### src/rtl/vx_execute_lane_sequencer.sv
// ----------------------------------------------------------------------------
// vx_execute_lane_sequencer
//
// Takes one warp-wide execute request (NUM_THREADS lanes) and replays it to a
// narrow functional unit as a series of NUM_LANES-wide packets tagged with a
// packet index (pid) and start/end-of-packet flags.
//
// Optional feature (compile-time macro): EXEC_SEQ_SKIP_EMPTY_EN
//   defined   : packets whose thread-mask slice is all zero are skipped;
//               an all-zero request still emits one packet (pid 0, tmask 0).
//   undefined : every packet 0..PIDS-1 is emitted in order.
//
// Ports
//   clk, reset        clock, asynchronous active-high reset
//   in_valid/in_ready request handshake (ready also asserted on the eop
//                     handshake so back-to-back requests have no bubble)
//   in_hdr            opaque header, replicated into every packet
//   in_tmask          warp thread mask
//   in_rs1/2/3        warp operand data, lane-major
//   out_valid/ready   packet handshake
//   out_hdr           captured header
//   out_tmask         mask slice of the current packet
//   out_tid           lowest active thread of the request (0 if none)
//   out_rs1/2/3       operand slices of the current packet
//   out_pid           packet index
//   out_sop/out_eop   first / last packet of the request
// ----------------------------------------------------------------------------
module vx_execute_lane_sequencer #(
    parameter int NUM_THREADS = 8,
    parameter int NUM_LANES   = 2,
    parameter int XLEN        = 32,
    parameter int HDR_W       = 64,
    parameter int PIDS        = NUM_THREADS / NUM_LANES,
    parameter int PID_WIDTH   = (PIDS > 1) ? $clog2(PIDS) : 1,
    parameter int NT_WIDTH    = (NUM_THREADS > 1) ? $clog2(NUM_THREADS) : 1
) (
    input  logic                        clk,
    input  logic                        reset,
    input  logic                        in_valid,
    input  logic [HDR_W-1:0]            in_hdr,
    input  logic [NUM_THREADS-1:0]      in_tmask,
    input  logic [NUM_THREADS*XLEN-1:0] in_rs1,
    input  logic [NUM_THREADS*XLEN-1:0] in_rs2,
    input  logic [NUM_THREADS*XLEN-1:0] in_rs3,
    output logic                        in_ready,
    output logic                        out_valid,
    output logic [HDR_W-1:0]            out_hdr,
    output logic [NUM_LANES-1:0]        out_tmask,
    output logic [NT_WIDTH-1:0]         out_tid,
    output logic [NUM_LANES*XLEN-1:0]   out_rs1,
    output logic [NUM_LANES*XLEN-1:0]   out_rs2,
    output logic [NUM_LANES*XLEN-1:0]   out_rs3,
    output logic [PID_WIDTH-1:0]        out_pid,
    output logic                        out_sop,
    output logic                        out_eop,
    input  logic                        out_ready
);

    typedef enum logic {IDLE, ISSUE} state_t;

    state_t                        state_reg, state_next;
    logic [HDR_W-1:0]              hdr_reg;
    logic [NUM_THREADS-1:0]        tmask_reg;
    logic [NUM_THREADS*XLEN-1:0]   rs1_reg, rs2_reg, rs3_reg;
    logic [PID_WIDTH-1:0]          pid_reg;
    logic [NT_WIDTH-1:0]           tid_reg;
    logic                          sop_reg;

    logic [PID_WIDTH-1:0]          first_pid;
    logic [PID_WIDTH-1:0]          next_pid;
    logic [NT_WIDTH-1:0]           first_tid;
    logic                          last_pkt;
    logic                          accept;
    logic                          handshake;

`ifdef EXEC_SEQ_SKIP_EMPTY_EN
    // One "has any active thread" bit per packet, for the incoming request
    // (to pick the first packet) and the captured one (to pick the next).
    logic [PIDS-1:0] in_any;
    logic [PIDS-1:0] cur_any;

    for (genvar gi = 0; gi < PIDS; gi++) begin : g_any
        assign in_any[gi]  = |in_tmask[gi*NUM_LANES +: NUM_LANES];
        assign cur_any[gi] = |tmask_reg[gi*NUM_LANES +: NUM_LANES];
    end

    // Descending scan so the lowest qualifying index wins. The current packet
    // is last when no non-empty packet remains above it; this also makes an
    // all-zero request a single packet at pid 0.
    always_comb begin
        first_pid = '0;
        next_pid  = pid_reg;
        last_pkt  = 1'b1;
        for (int p = PIDS - 1; p >= 0; p--) begin
            if (in_any[p]) begin
                first_pid = PID_WIDTH'(p);
            end
            if (cur_any[p] && (PID_WIDTH'(p) > pid_reg)) begin
                next_pid = PID_WIDTH'(p);
                last_pkt = 1'b0;
            end
        end
    end
`else
    always_comb begin
        first_pid = '0;
        next_pid  = pid_reg + 1'b1;
        last_pkt  = (pid_reg == PID_WIDTH'(PIDS - 1));
    end
`endif

    // Lowest set bit of the incoming mask; 0 when the mask is empty.
    always_comb begin
        first_tid = '0;
        for (int t = NUM_THREADS - 1; t >= 0; t--) begin
            if (in_tmask[t]) begin
                first_tid = NT_WIDTH'(t);
            end
        end
    end

    // Next-state and handshake outputs. The request port reopens on the
    // final packet's handshake so a waiting request is taken without a gap.
    always_comb begin
        state_next = state_reg;
        in_ready   = 1'b0;
        out_valid  = 1'b0;
        case (state_reg)
            IDLE: begin
                in_ready = 1'b1;
                if (in_valid) begin
                    state_next = ISSUE;
                end
            end
            ISSUE: begin
                out_valid = 1'b1;
                if (out_ready && last_pkt) begin
                    in_ready   = 1'b1;
                    state_next = in_valid ? ISSUE : IDLE;
                end
            end
            default: state_next = IDLE;
        endcase
    end

    assign accept    = in_valid && in_ready;
    assign handshake = out_valid && out_ready;

    always_ff @(posedge clk or posedge reset) begin
        if (reset) begin
            state_reg <= IDLE;
        end else begin
            state_reg <= state_next;
        end
    end

    always_ff @(posedge clk or posedge reset) begin
        if (reset) begin
            hdr_reg   <= '0;
            tmask_reg <= '0;
            rs1_reg   <= '0;
            rs2_reg   <= '0;
            rs3_reg   <= '0;
            pid_reg   <= '0;
            tid_reg   <= '0;
            sop_reg   <= 1'b0;
        end else if (accept) begin
            hdr_reg   <= in_hdr;
            tmask_reg <= in_tmask;
            rs1_reg   <= in_rs1;
            rs2_reg   <= in_rs2;
            rs3_reg   <= in_rs3;
            pid_reg   <= first_pid;
            tid_reg   <= first_tid;
            sop_reg   <= 1'b1;
        end else if (handshake && !last_pkt) begin
            pid_reg   <= next_pid;
            sop_reg   <= 1'b0;
        end
    end

    assign out_hdr   = hdr_reg;
    assign out_tid   = tid_reg;
    assign out_pid   = pid_reg;
    assign out_tmask = tmask_reg[pid_reg*NUM_LANES +: NUM_LANES];
    assign out_rs1   = rs1_reg[pid_reg*NUM_LANES*XLEN +: NUM_LANES*XLEN];
    assign out_rs2   = rs2_reg[pid_reg*NUM_LANES*XLEN +: NUM_LANES*XLEN];
    assign out_rs3   = rs3_reg[pid_reg*NUM_LANES*XLEN +: NUM_LANES*XLEN];
    // Flags are qualified by valid so they read 0 whenever nothing is offered.
    assign out_sop   = out_valid && sop_reg;
    assign out_eop   = out_valid && last_pkt;

endmodule

### config.mk
export PLATFORM = sky130hd
export DESIGN_NAME = vx_execute_lane_sequencer
export DESIGN_NICKNAME = d
export VERILOG_FILES = /design/src/rtl/vx_execute_lane_sequencer.sv
export SDC_FILE = /design/constraint.sdc
export NUM_CORES = 2
export LEC_CHECK = 0
export CAP_MARGIN = 10
export CORE_AREA = 2 2 427 429
export CTS_BUF_LIST = sky130_fd_sc_hd__clkbuf_2 sky130_fd_sc_hd__clkbuf_4 sky130_fd_sc_hd__clkbuf_8
export CTS_CLUSTER_DIAMETER = 120
export CTS_CLUSTER_SIZE = 8
export DETAILED_ROUTE_END_ITERATION = 8
export DIE_AREA = 0 0 429 431
export HOLD_SLACK_MARGIN = 0.1
export PLACE_DENSITY_LB_ADDON = 0.1
export SYNTH_ARGS = -nofsm -noshare
export SYNTH_HDL_FRONTEND = slang
export SYNTH_SLANG_ARGS = --single-unit
### constraint.sdc
create_clock -name clk -period 36.1 [get_ports clk]
set_input_delay 5.415 -clock clk [delete_from_list [all_inputs] [get_ports clk]]
set_output_delay 5.415 -clock clk [all_outputs]
set_load 0.005 [all_outputs]
---- Word level (Yosys, flattened, before mapping) ----
Index checks and enable logic that the tools add are counted.
storage, ports and cells
  word-level logic and storage cells ...... 42
  flip-flop bits (word level) ............. 847
  output and inout port bits .............. 267
cells by class
  bitwise gates (word level) .............. 1
  multiplexer cells ....................... 18
  reduce and logical (&&, ||, !) cells .... 8
  equal/unequal tests ..................... 1
  shifts and indexed selects .............. 4
  $add $sub $neg .......................... 1
operators with widths
  cell                 number
  $shiftx 256x9->64    3
  $mux 3               8
  $shiftx 8x4->2       1
  $logic_and 1x1->1    6
  $mux 1               6
  $mux 2               2
  $pmux 1 s2           2
  $add 2x1->2 const B  1
  $eq 2x2->1 const B   1
  $reduce_bool 2->1    1
  $logic_not 1->1      1
  $not 1->1            1

---- Logic depth before layout (Yosys ltp) ----
  word-level depth ........................ 8
  depth in mapped cells ................... 7

---- Worst setup path after synthesis ----
No wires, ideal clock.
  kind .................................... input to output
  start ................................... input port out_ready
  end ..................................... output port in_ready
  path slack .............................. 25.056 ns
  required time ........................... 30.685 ns
  path buffers ............................ 0
  stages .................................. 1
  arrival ................................. 5.629 ns
  cells stage by stage .................... a21bo_4
between the ends
  longest elaborated chain between the ends .. 3
ends and longest elaborated chain
  what               line  RTL
  start, declared    56    input logic out_ready
  $logic_and 1x1->1  137   if (out_ready && last_pkt) begin
  $mux 1             137
  $pmux 1 s2         128   case (state_reg)
  end, declared      45    output logic in_ready,
No other way between the ends.

---- Final worst setup path ----
Same ends and word-level chain as after synthesis.

==> reports/summary.txt <==
status = finished clean
largest net degree at the start of global routing = 171
RSZ-0062 raised after global routing = false
row cnt = 156
Clock Sink Count = 847
Die X = 429 um
Switching Power = 0.00137 W
register area = 21,200 um2
Synth Area per Inst = 17.6 um2
initial antenna violation count = 77
Gate Count Post-Synth = 2,056
Peak supply drop = 45.8 uV
post-route ant nets = 0
die area = 185,000 um2
total number of vias = 22,836
syn nets = 2,901
cells resized by post-CTS repair = 0
postcts setup bufs = 0
Switching Share = 31.6%
number of global-route vias before repair = 26,206
PwrDens = 84.0 nW/um2
leakage power = 20.5 nW
number of hold buffers added after cts = 0
Worst EP required = 30,680 ps
nets = 4,014
Skew-Pair Late Insertion Delay = 850 ps
H-tree depth = 3
Synth cell types = 31
post-layout min period = 12,260 ps
Max-Cap Viols = 0
Vias per Instance = 4.10
Clock Power Share = 15.6%
largest cells by area after synthesis = dfrtp_1, mux2_2, mux4_2
final setup violation count = 0
# fillers = 18,135
buffer depth of the longest clock path = 3
post-DP HPWL = 107,000 um
CP Max Fanout = 6
CTS clk-pin slew, worst paths = 60 ps
Max Slew Vio Count = 0
register area share after synthesis = 58.4%
kind of critical path = in -> out
share of layout cells above drive strength 1 = 29.3%
part of the power in combinational logic = 44.8%
P_int = 0.00295 W
initial detailed-routing violation count = 691
Setup crit end kind = output port
fmax = 81.5 MHz
worst rel slew slack = 23.1%
Initial Utilization = 20.1%
worst min-delay path category = reg -> reg
I/O pin total = 1,111
Core Box Area = 180,000 um2
DIE HEIGHT = 431 um
Arr. time, crit path = 6850 ps
synthesized flop and latch total = 847
TritonRoute pass-1 iters = 4
multi-input logic area = 14,100 um2
TNS Setup = 0 ps
post-route total power = 0.00432 W
hold violation count in the final report = 0
worst reg2reg setup slack = 29,520 ps
Worst Tran Pin Value = 1150 ps
gp weighted congestion = 0.791
final wirelength = 143,000 um
Startpoint Class = input port
DRC = 0
global-route wire length before repair = 202,000 um
All-Layer GR Usage = 15.2%
share of total power in sequential cells = 39.6%
area delta synth->final = 41.7%
IO buf count = 1,110
detail-routed net length per standard cell = 25.6 um
clock tree from TritonCTS = built
fin crit share = 34.0%
YS warnings = 0
area leader, netlist = dfrtp_1
Syn Std Cell Area = 36,300 um2
share of the synthesized area in the top cell type = 58.4%
total gr overflow = 0
TritonCTS Buffers = 116
Clock Tree Root = clkbuf_8
Final Skew = 37.7 ps
## metrics by stage
step,instance area (um2),utilization (%),hold slack (ps),setup slack (ps),std cells
CTS,51300,28.5,494,23800,5549
finish,51400,28.5,485,23840,5572
detailed placement,49600,27.5,477,23800,5421
global placement,49600,27.5,468,23810,5421
global route,51400,28.5,505,23790,5562
floorplan,36300,-,459,6890,2056
## cells in the mapped netlist, drive strengths merged
library cell  count
a21oi             2
a32oi             1
nor4              1
inv               6
and3b             1
a21bo             1
o21ai             1
nand3             1
clkbuf           13
and2              2
nand2             1
nor2              4
o22ai             1
mux4            194
a32o              1
mux2i             2
a22o              2
a221o             1
buf             125
o41ai             1
nand2b            4
nor3b             1
dfrtp           847
o31ai             2
ha                1
mux2            840
## cell usage in the layout (no fill, tap or decap), types with 5 or more instances in the layout
cell type,instances
inv_1,5
mux4_2,194
clkdlybuf4s50_1,1110
clkbuf_8,120
mux2_2,582
dfrtp_1,845
buf_12,6
mux2_1,258
buf_4,17
diode_2,23
## logic make-up (layout without fill, tap and decap cells)
| kind of cell | after synthesis | count (layout) | synth area share, % |
|---|---|---|---|
| other | 0 | 23 | 0 |
| adders and majority gates | 1 | 1 | 0.0345 |
| AOI/OAI and AO/OA | 13 | 13 | 0.297 |
| muxes | 1036 | 1036 | 38.2 |
| buffers and inverters | 144 | 1267 | 2.82 |
| and+or+nand+nor | 15 | 15 | 0.252 |
| DFF | 847 | 847 | 58.4 |
## critical path, cell delays in order
cell and delay, ps:
clkdlybuf4s50_1 590, a21bo_4 230, clkdlybuf4s50_1 610
## metal layers
metal,wire [um],vias up,global-route usage [%]
met5,403,-,0
met4,3730,62,4.96
met1,51100,11946,16.0
met3,11000,263,5.49
li1,-,9834,-
met2,76500,731,28.0
## path summary, 6_finish.rpt
path	from	end	depth (start not counted)
max	out_ready	in_ready	3
min	rs2_reg[154]	rs2_reg[154]	1
max reg2reg	out_pid[1]	out_hdr[48]	8
min reg2reg	rs2_reg[154]	rs2_reg[154]	1
max in group asynchronous	reset	out_pid[1]	5
min in group asynchronous	reset	rs2_reg[144]	2
## cell type report
class                           count  share of cell area, %
Antenna cell                       23                  0.112
Clock buffer                      124                   3.27
Clock inverter                      4                 0.0706
Inverter                            6                 0.0584
Multi-Input combinational cell   1065                   27.4
Sequential cell                   847                   41.3
Tap cell                         2370                   5.77
Timing Repair Buffer             1133                   22.1
## power by group through the flow
stage / sequential, W / clock (W) / combinational [W]
detailed placement: 0.00173 / 0 / 0.00198
CTS: 0.00171 / 0.000726 / 0.00199
global placement: 0.00170 / 0 / 0.00195
floorplan: 0.00161 / 0 / 0.00106
global route: 0.00177 / 0.000762 / 0.00207
finish: 0.00171 / 0.000675 / 0.00193
Power figures use the tool's default switching activity.
